## src/rtl/adc_pkg.sv

```systemverilog
// Shared definitions for the ADC acquisition scheduler: FSM state encoding,
// the ADC frame length and default parameter values.
package adc_pkg;

  typedef enum logic [1:0] {
    IDLE  = 2'd0,
    RUN   = 2'd1,
    GAP   = 2'd2,
    ABORT = 2'd3
  } acq_state_e;

  // One serial conversion frame of the ADC, in clk_100 cycles.
  localparam int ADC_FRAME_CYC   = 19;

  localparam int DEF_N_REQ       = 2;
  localparam int DEF_DW          = 16;
  localparam int DEF_BURST_LEN   = 8;
  localparam int DEF_GAP_CYC     = 4;
  localparam int DEF_TIMEOUT_CYC = 64;

endpackage

```

## src/rtl/rr_arbiter.sv

```systemverilog
// Combinational round-robin pick: first asserted request at or after ptr_i,
// wrapping around.
//   req_i  : request vector
//   ptr_i  : index with highest priority this round
//   gnt_o  : one-hot winner (zero when no request)
//   idx_o  : binary index of the winner
//   vld_o  : any request present
module rr_arbiter #(
  parameter int N_REQ = 2
) (
  input  logic [N_REQ-1:0] req_i,
  input  logic [1:0]       ptr_i,
  output logic [N_REQ-1:0] gnt_o,
  output logic [1:0]       idx_o,
  output logic             vld_o
);

  always_comb begin
    gnt_o = '0;
    idx_o = '0;
    vld_o = 1'b0;
    // k is the distance from the pointer; the first hit wins.
    for (int k = 0; k < N_REQ; k++) begin
      for (int i = 0; i < N_REQ; i++) begin
        if (!vld_o && req_i[i] && (i == (int'(ptr_i) + k) % N_REQ)) begin
          vld_o    = 1'b1;
          gnt_o[i] = 1'b1;
          idx_o    = 2'(i);
        end
      end
    end
  end

endmodule

```

## src/rtl/adc_acq_sched.sv

```systemverilog
// Shares one serial ADC between N_REQ requesters. Each grant runs the ADC for
// a burst of BURST_LEN samples, then a GAP_CYC idle gap lets the ADC reset
// before the next round-robin arbitration. A watchdog aborts a burst when no
// valid sample arrives within TIMEOUT_CYC cycles.
//   clk_100, reset       : clock, synchronous active-high reset
//   req / grant          : level requests, one-hot grant held for the burst
//   adc_start            : ADC run enable
//   adc_cs/adc_en/adc_data : ADC frame end (cs rise), data valid, data
//   smp_*                : captured sample, requester id, strobe, last flag
//   busy                 : not IDLE
//   timeout_err, err_clr : sticky watchdog flag and its clear
module adc_acq_sched
  import adc_pkg::*;
#(
  parameter int N_REQ       = DEF_N_REQ,
  parameter int DW          = DEF_DW,
  parameter int BURST_LEN   = DEF_BURST_LEN,
  parameter int GAP_CYC     = DEF_GAP_CYC,
  parameter int TIMEOUT_CYC = DEF_TIMEOUT_CYC
) (
  input  logic             clk_100,
  input  logic             reset,
  input  logic [N_REQ-1:0] req,
  output logic [N_REQ-1:0] grant,
  output logic             adc_start,
  input  logic             adc_cs,
  input  logic             adc_en,
  input  logic [DW-1:0]    adc_data,
  output logic [DW-1:0]    smp_data,
  output logic [1:0]       smp_id,
  output logic             smp_valid,
  output logic             smp_last,
  output logic             busy,
  output logic             timeout_err,
  input  logic             err_clr
);

  localparam int WDW = $clog2(TIMEOUT_CYC + 1);
  localparam int GW  = $clog2(GAP_CYC + 1);

  acq_state_e       state_q, state_d;
  logic [N_REQ-1:0] grant_q, grant_d;
  logic [1:0]       idx_q, idx_d, ptr_q, ptr_d;
  logic             start_q, start_d, cs_q;
  logic [7:0]       cnt_q, cnt_d;
  logic [WDW-1:0]   wd_q, wd_d;
  logic [GW-1:0]    gcnt_q, gcnt_d;
  logic [DW-1:0]    smp_data_q, smp_data_d;
  logic [1:0]       smp_id_q, smp_id_d;
  logic             smp_valid_q, smp_valid_d, smp_last_q, smp_last_d;
  logic             err_q, err_d;

  logic [N_REQ-1:0] arb_gnt;
  logic [1:0]       arb_idx;
  logic             arb_vld;

  rr_arbiter #(.N_REQ(N_REQ)) u_arb (
    .req_i (req),
    .ptr_i (ptr_q),
    .gnt_o (arb_gnt),
    .idx_o (arb_idx),
    .vld_o (arb_vld)
  );

  // A frame ends on the cs rising edge; it only counts with data valid.
  logic smp_evt, last_hit, wd_exp, req_own;
  assign smp_evt  = (state_q == RUN) && adc_cs && !cs_q && adc_en;
  assign last_hit = smp_evt && (cnt_q + 8'd1 == 8'(BURST_LEN));
  assign wd_exp   = !smp_evt && (wd_q == WDW'(TIMEOUT_CYC - 1));
  assign req_own  = |(req & grant_q);

  always_comb begin
    state_d     = state_q;
    grant_d     = grant_q;
    idx_d       = idx_q;
    ptr_d       = ptr_q;
    start_d     = start_q;
    cnt_d       = cnt_q;
    wd_d        = wd_q;
    gcnt_d      = gcnt_q;
    smp_data_d  = smp_data_q;
    smp_id_d    = smp_id_q;
    smp_valid_d = 1'b0;
    smp_last_d  = 1'b0;
    // A timeout in the same cycle overrides the clear below.
    err_d       = err_q & ~err_clr;
    unique case (state_q)
      IDLE: begin
        if (arb_vld) begin
          state_d = RUN;
          grant_d = arb_gnt;
          idx_d   = arb_idx;
          ptr_d   = (arb_idx == 2'(N_REQ - 1)) ? 2'd0 : arb_idx + 2'd1;
          start_d = 1'b1;
          cnt_d   = '0;
          wd_d    = '0;
        end
      end
      RUN: begin
        wd_d = wd_q + WDW'(1);
        if (smp_evt) begin
          smp_data_d  = adc_data;
          smp_id_d    = idx_q;
          smp_valid_d = 1'b1;
          smp_last_d  = last_hit;
          cnt_d       = cnt_q + 8'd1;
          wd_d        = '0;
        end
        // Burst ends on the last sample, a withdrawn request or a stall.
        if (last_hit || !req_own || wd_exp) begin
          state_d = wd_exp ? ABORT : GAP;
          grant_d = '0;
          start_d = 1'b0;
          gcnt_d  = '0;
          if (wd_exp) err_d = 1'b1;
        end
      end
      GAP, ABORT: begin
        if (gcnt_q == GW'(GAP_CYC - 1)) state_d = IDLE;
        else                            gcnt_d  = gcnt_q + GW'(1);
      end
    endcase
  end

  always_ff @(posedge clk_100) begin
    if (reset) begin
      state_q     <= IDLE;
      grant_q     <= '0;
      idx_q       <= '0;
      ptr_q       <= '0;
      start_q     <= 1'b0;
      cs_q        <= 1'b0;
      cnt_q       <= '0;
      wd_q        <= '0;
      gcnt_q      <= '0;
      smp_data_q  <= '0;
      smp_id_q    <= '0;
      smp_valid_q <= 1'b0;
      smp_last_q  <= 1'b0;
      err_q       <= 1'b0;
    end else begin
      state_q     <= state_d;
      grant_q     <= grant_d;
      idx_q       <= idx_d;
      ptr_q       <= ptr_d;
      start_q     <= start_d;
      cs_q        <= adc_cs;
      cnt_q       <= cnt_d;
      wd_q        <= wd_d;
      gcnt_q      <= gcnt_d;
      smp_data_q  <= smp_data_d;
      smp_id_q    <= smp_id_d;
      smp_valid_q <= smp_valid_d;
      smp_last_q  <= smp_last_d;
      err_q       <= err_d;
    end
  end

  assign grant       = grant_q;
  assign adc_start   = start_q;
  assign smp_data    = smp_data_q;
  assign smp_id      = smp_id_q;
  assign smp_valid   = smp_valid_q;
  assign smp_last    = smp_last_q;
  assign busy        = (state_q != IDLE);
  assign timeout_err = err_q;

endmodule

```

## config.mk

```make
export PLATFORM = sky130hd
export DESIGN_NAME = adc_acq_sched
export DESIGN_NICKNAME = d
export VERILOG_FILES = /design/src/rtl/adc_pkg.sv /design/src/rtl/rr_arbiter.sv /design/src/rtl/adc_acq_sched.sv
export SDC_FILE = /design/constraint.sdc
export NUM_CORES = 1
export LEC_CHECK = 0
export BUFFER_PORTS_ARGS = -buffer_cell sky130_fd_sc_hd__buf_2
export CORE_AREA = 3 3 85 87
export CTS_BUF_LIST = sky130_fd_sc_hd__clkbuf_16
export DETAILED_ROUTE_END_ITERATION = 8
export DIE_AREA = 0 0 88 90
export SLEW_MARGIN = 0
export SYNTH_ARGS = -nofsm -noshare
export SYNTH_HDL_FRONTEND = slang
export SYNTH_SLANG_ARGS = --single-unit
```

## constraint.sdc

```tcl
create_clock -name clk_100 -period 2.4 [get_ports clk_100]
set_clock_uncertainty 0.1 [all_clocks]
set_input_delay 0.6 -clock clk_100 [delete_from_list [all_inputs] [get_ports clk_100]]
set_output_delay 0.6 -clock clk_100 [all_outputs]
set_load 0.02 [all_outputs]
```

### Word-level counts from Yosys, hierarchy flattened

Index checks and enable logic that the tools add are counted.

| operators by class | value |
|---|---|
| $add $sub $neg | 5 |
| multipliers | 0 |
| divide/modulo/power cells | 0 |
| order comparisons | 0 |
| equality and inequality tests | 13 |
| shift operators | 0 |
| muxes and demuxes | 35 |
| bitwise logic cells | 6 |
| reductions and logical operators | 37 |

Operators by type and width:

| cell | count |
|---|---|
| zero test 32 bit | 2 |
| two-way mux 1 bit | 18 |
| two-way mux 8 bit | 2 |
| one-hot mux 8 bit (2 select lines) | 1 |
| two-way mux 7 bit | 2 |
| one-hot mux 7 bit (2 select lines) | 1 |
| logical AND 1 bit | 12 |
| AND reduction 3 bit | 4 |
| two-way mux 2 bit | 5 |
| adder 8 x 1 -> 8 bit (second input constant) | 1 |
| == test 8 x 4 -> 1 bit (second input constant) | 1 |
| != test 2 bit (second input constant) | 4 |
| adder 7 x 1 -> 7 bit (second input constant) | 1 |
| == test 7 x 6 -> 1 bit (second input constant) | 1 |
| zero test 1 bit | 6 |
| two-way mux 3 bit | 2 |
| one-hot mux 2 bit (3 select lines) | 1 |
| one-hot mux 3 bit (2 select lines) | 1 |
| AND reduction 2 bit | 3 |
| nonzero test 2 bit | 3 |
| OR reduction 2 bit | 3 |
| == test 2 x 1 -> 1 bit (second input constant) | 2 |
| == test 2 bit (second input constant) | 2 |
| one-hot mux 2 bit (2 select lines) | 1 |
| other kinds (13) | 17 |

| storage, ports and cells | value |
|---|---|
| bits in registers | 48 |
| latch bits | 0 |
| bits in writable memories | 0 |
| memory bits (read-only) | 0 |
| bits of input ports | 23 |
| output and inout bits | 25 |
| word-level logic and storage cells | 110 |
| memories | 0 |

### Logic depth before layout (Yosys ltp)

| logic depth | value |
|---|---|
| depth after elaboration | 17 |
| depth in mapped cells | 7 |
| depth with buffers taken out | 7 |

### By module

A second synthesis with hierarchy kept.

| second synthesis, totals | value |
|---|---|
| cell total of the unflattened synthesis | 270 |
| area, all modules | 2,184.6 um2 |

Modules (own cells, without submodules):

| module | times used | cells an instance | area an instance (um2) | seq. area each (um2) |
|---|---|---|---|---|
| adc_acq_sched | 1 | 263 | 2,140.8 | 980.9 |
| rr_arbiter | 1 | 7 | 43.8 | 0.0 |

### Worst setup path before layout

OpenSTA, ideal clock, no wires.

| timing path | value |
|---|---|
| path kind | input port to flip-flop |
| start point | in adc_cs |
| end point | reg state_q[0] |
| setup time | 0.072 ns |
| arrival | 1.771 ns |
| required time | 2.228 ns |
| path slack | 0.457 ns |
| stages on the path | 7 |
| buffers on the path | 1 |
| cells stage by stage | and3b_1 > and2_1 > buf_6 > o311ai_2 > a31oi_4 > nor2_1 > mux2i_1 |

| on the way | value |
|---|---|
| longest elaborated chain between the ends | 8 |
| elaborated cells on any way between the ends | 13 |
| classes of those cells | eq/ne: 1; mux: 3; reduce/logical: 9 |

Ends and longest elaborated chain:

| what | line | RTL |
|---|---|---|
| start, declared | adc_acq_sched.sv:26 | `input logic adc_cs,` |
| logical AND 1 bit (*) (3 in series) | adc_acq_sched.sv:67 | `assign smp_evt = (state_q == RUN) && adc_cs && !cs_q && adc_en;` |
| zero test 1 bit / logical AND 1 bit (equally long branches) | adc_acq_sched.sv:69, adc_acq_sched.sv:68 |  |
| logical AND 1 bit / logical OR 1 bit (equally long branches) | adc_acq_sched.sv:69, adc_acq_sched.sv:110 |  |
| two-way mux 1 bit / logical OR 1 bit (equally long branches) | adc_acq_sched.sv:111, adc_acq_sched.sv:110 |  |
| two-way mux 2 bit / != test 2 x 1 -> 1 bit (equally long branches) | -- |  |
| one-hot mux 2 bit (3 select lines) / AND reduction 3 bit (equally long branches) | -- |  |
| end signal, assigned | adc_acq_sched.sv:142 | `state_q <= state_d;` |
| end, declared | adc_acq_sched.sv:41 | `acq_state_e state_q, state_d;` |

Mark *: on every way between the ends. The rest lies on a longest branch, timed or not. The select of a mux whose other input is x is not followed.
A chain may end at the register's enable or synchronous reset.

### Worst setup path in the final report

| timing path | value |
|---|---|
| start point | reg cnt_q[0] |
| end point | reg state_q[0] |

| on the way | value |
|---|---|
| longest elaborated chain between the ends | 7 |

Ends and longest elaborated chain:

| what | line | RTL |
|---|---|---|
| start, declared | adc_acq_sched.sv:45 | `logic [7:0] cnt_q, cnt_d;` |
| start signal, assigned | adc_acq_sched.sv:148 | `cnt_q <= cnt_d;` |
| adder 8 x 1 -> 8 bit | adc_acq_sched.sv:68 | `assign last_hit = smp_evt && (cnt_q + 8'd1 == 8'(BURST_LEN));` |
| == test 8 x 4 -> 1 bit | adc_acq_sched.sv:68 |  |
| logical AND 1 bit | adc_acq_sched.sv:68 |  |
| logical OR 1 bit (2 in series) | adc_acq_sched.sv:110 | `if (last_hit \|\| !req_own \|\| wd_exp) begin` |
| != test 2 x 1 -> 1 bit (no source line) | -- |  |
| AND reduction 3 bit (no source line) | -- |  |

No other way between the ends.

==> results by group <==
Place
  – Final weighted congestion in routability-driven placement: 0.8022
  – Post-DP HPWL: 3332 µm
  – IO buf count: 46

Global route
  – Vias in the first global route: 1,685
  – First-pass GRT wire length: 8038 µm
  – Maximum number of pins on one net before global-route repair: 26
  – GRT Resource Usage Total: 12.68%
  – Antenna violations before repair: 0
  – Overall overflow remaining after global route: 0

Synth
  – Syn_area_per_cell: 8.140 µm²
  – Count of synthesis-stage warnings from yosys: 0
  – Post-synth top flop: dfxtp_1
  – Distinct cell type count after synthesis: 44
  – Number of cells produced by synthesis: 255
  – Fraction of synthesis flops using an asynchronous set or reset pin: 0%
  – Share of the yosys chip area belonging to registers: 44.36%
  – Synthesized area: 0.002076 mm²
  – Nets in the synthesized netlist: 283
  – Post-synth EDFFs: 0
  – Flops & latches, synth: 46

Timing
  – Total count of hold-check failures in the final report: 0
  – Tightest slew margin relative to the limit: 66.87%
  – Transition at the pin with the smallest max-transition slack: 0.4951 ns
  – Max frequency: 479.7 MHz
  – Max-slew violations: 0
  – Setup TNS Final: 0 ns
  – Setup repair after global routing missed its margin: false
  – Post-layout minimum cycle time: 2.085 ns
  – Final worst path period share: 86.86%
  – Final number of setup-violating endpoints: 0

Clock tree
  – Number of resized instances in the post-cts repair step: 0
  – Clock transition at the registers of the reported paths: 0.07 ns
  – Setup bufs post-CTS: 0
  – Number of clock sinks: 46
  – Hold-fix buffers, CTS: 0
  – CTS Buf Count: 5
  – Worst skew pair latency: 0.29 ns
  – Max H-tree Level: 2
  – Cell chosen for the clock root: clkbuf_16
  – Clk buf depth: 2
  – CTS tree: yes

Floorplanning
  – Number of rows in the core area: 29
  – Chip Height: 90 µm
  – Top-Level Pins: 48
  – DIE AREA: 0.007920 mm²
  – Horiz. Die Dim: 88 µm
  – Floorplan Core Area: 0.006422 mm²
  – Starting density of the core: 32.32%

Drt
  – Remaining antenna violation count: 0
  – WL final: 4693 µm
  – First-pass iteration count of the detailed router: 4
  – Detailed-route DRC error count: 0
  – Post-DR vias/cell: 5.034
  – First-iteration detailed-routing DRC count: 66
  – Routed via count: 1,913
  – Routed length per placed instance: 12.35 µm

Power and ir drop
  – Power density relative to cell area: 850.0 mW/mm²
  – Total design power: 2.154 mW
  – Leakage power of the design: 1.045 nW
  – Worst IR Drop VDD: 0.4645 mV

Worst hold path
  – Class of the tightest hold or removal check: reg -> reg

Setup path
  – Required time reported for the critical path endpoint: 2.51 ns
  – Slowest Stage Delay on Critical Path: 0.41 ns
  – Setup Crit Path Kind: reg -> reg
  – Slowest-stage cell, CP: dfxtp_1
  – Crit path DAT: 2.20 ns
  – Critical Path End Type: flip-flop
  – Category of the worst setup path launch point: flip-flop
  – Maximum fanout count along the critical path: 7
  – Cell chain of the critical path: ha_1 > xnor2_1 > nand4_1 > nor4b_4 > a31oi_4 > nor2_1 > mux2i_1

Layout
  – Final net count: 330
  – Sequential cell area in the final layout: 920.9 µm²
  – Combined area of the multi-input logic cells: 0.001087 mm²
  – Ant diodes: 0
  – Layout cells sized above 1: 22.44%
  – Growth of design area from synthesis to finish: 22.06%
  – Number of inserted filler cells in the final layout: 648

Flow run
  – MaxCap Viol Count: 0

Run status
  – Status: complete, no violations
critical path, delay by kind of cell (launching register included):
family                   cells  cell delay (ns)
AND/OR/NAND/NOR              3             0.69
AO/OA/AOI/OAI                1             0.18
XOR/XNOR                     1             0.15
flip-flops                   1             0.41
adder cells (fa/ha/maj)      1             0.27
multiplexers                 1             0.22
area by class of cell:
type	count	share of cell area, %
Inverter	4	0.5926
Clock buffer	5	4.938
Clock inverter	3	0.8395
Sequential cell	46	36.35
Timing Repair Buffer	51	10.57
Multi-Input combinational cell	194	42.91
Tap cell	77	3.802
placed cells by master (no fill, tap or decap), types with 2 or more instances in the layout:
| master | instances |
|---|---|
| clkbuf_16 | 5 |
| nor3b_1 | 2 |
| a22oi_1 | 3 |
| nand2_1 | 48 |
| and3_1 | 5 |
| nand3_1 | 8 |
| dfxtp_1 | 46 |
| or3_1 | 2 |
| nor2b_1 | 2 |
| inv_1 | 4 |
| o21ai_0 | 12 |
| a211oi_2 | 2 |
| a311oi_1 | 2 |
| o21a_1 | 2 |
| xnor2_1 | 3 |
| nand3b_1 | 2 |
| ha_1 | 5 |
| buf_2 | 46 |
| nor2_1 | 32 |
| a21oi_1 | 32 |
| nor3_1 | 5 |
| buf_4 | 5 |
| a21o_1 | 2 |
| a31oi_1 | 2 |
| nand2b_1 | 4 |
metrics by stage:
| stage | util (%) | instance area, µm² | instances | worst slack (ns) | hold WS (ns) |
|---|---|---|---|---|---|
| 5_1_grt | 39.45 | 2534 | 380 | 0.1316 | 0.3683 |
| 6_report | 39.45 | 2534 | 380 | 0.3153 | 0.3496 |
| 4_1_cts | 39.45 | 2534 | 380 | 0.2930 | 0.3533 |
| 2_1_floorplan | - | 2076 | 255 | 0.4573 | 0.3323 |
| 3_5_place_dp | 37.17 | 2387 | 372 | 0.3014 | 0.3445 |
| 3_3_place_gp | 37.17 | 2387 | 372 | 0.3608 | 0.3389 |
power breakdown:
part,leakage [nW],switching (mW),total (mW),internal (mW)
Clock,0.0698,0.298,0.683,0.386
Combinational,0.602,0.363,0.570,0.207
Sequential,0.373,0.0646,0.900,0.836
Total,1.04,0.725,2.15,1.43
final timing paths:
path | startpoint | to | slack [ns] | cells past startpoint
worst max-delay path | cnt_q[0]$_SDFFE_PP0P_ | state_q[0]$_SDFFE_PP0P_ | 0.32 | 7
worst min-delay path | smp_data[2]$_SDFFE_PP0P_ | smp_data[2]$_SDFFE_PP0P_ | 0.35 | 2
worst min register to register | smp_data[2]$_SDFFE_PP0P_ | smp_data[2]$_SDFFE_PP0P_ | 0.35 | 2
worst max register to register | cnt_q[0]$_SDFFE_PP0P_ | state_q[0]$_SDFFE_PP0P_ | 0.32 | 7
per-layer routing:
| metal | share of wire, % | global-route usage [%] | up-vias |
|---|---|---|---|
| met5 | 0 | 0 | - |
| met4 | 1.7 | 4.604 | 0 |
| met3 | 6.0 | 3.565 | 6 |
| met2 | 43 | 18.59 | 54 |
| met1 | 49 | 17.54 | 880 |
| li1 | - | - | 973 |
flip-flops by register name, indices dropped and copies added (netlist names):
name / flops
smp_id: 1
gcnt_q: 3
cnt_q: 8
state_q: 2
adc_start: 1
grant: 2
idx_q: 1
wd_q: 7
ptr_q: 1
cs_q: 1
smp_data: 16
timeout_err: 1
smp_valid: 1
smp_last: 1
kinds of logic after synthesis:
| kind of cell | count (synthesis) | synth area share [%] |
|---|---|---|
| compound gates | 64 | 19.65 |
| simple gates | 119 | 27.37 |
| fa+ha+maj | 5 | 3.014 |
| xor+xnor | 4 | 1.688 |
| flops | 46 | 44.36 |
| buf+inv | 15 | 3.255 |
| other cells | 1 | 0.1807 |
| mux | 1 | 0.4822 |
cell usage after synthesis (2+ instances only):
master,instances,area (µm²)
xnor2_1,3,26.28
a211oi_2,2,25.02
ha_1,5,62.56
or3_1,2,12.51
a22oi_1,3,22.52
nor2_1,32,120.1
dfxtp_1,46,920.9
o21a_1,2,15.01
nand3b_1,2,15.01
and3_1,5,31.28
inv_1,4,15.01
nor2b_1,2,12.51
a31oi_1,2,12.51
nand2_1,48,180.2
nor3b_1,2,15.01
a21o_1,2,15.01
nand2b_1,4,25.02
nor3_1,5,25.02
nand3_1,8,40.04
a21oi_1,32,160.2
a311oi_1,2,17.52
o21ai_0,12,60.06
clkbuf_1,9,33.78
Note: power is estimated with default switching activity, not from simulation.
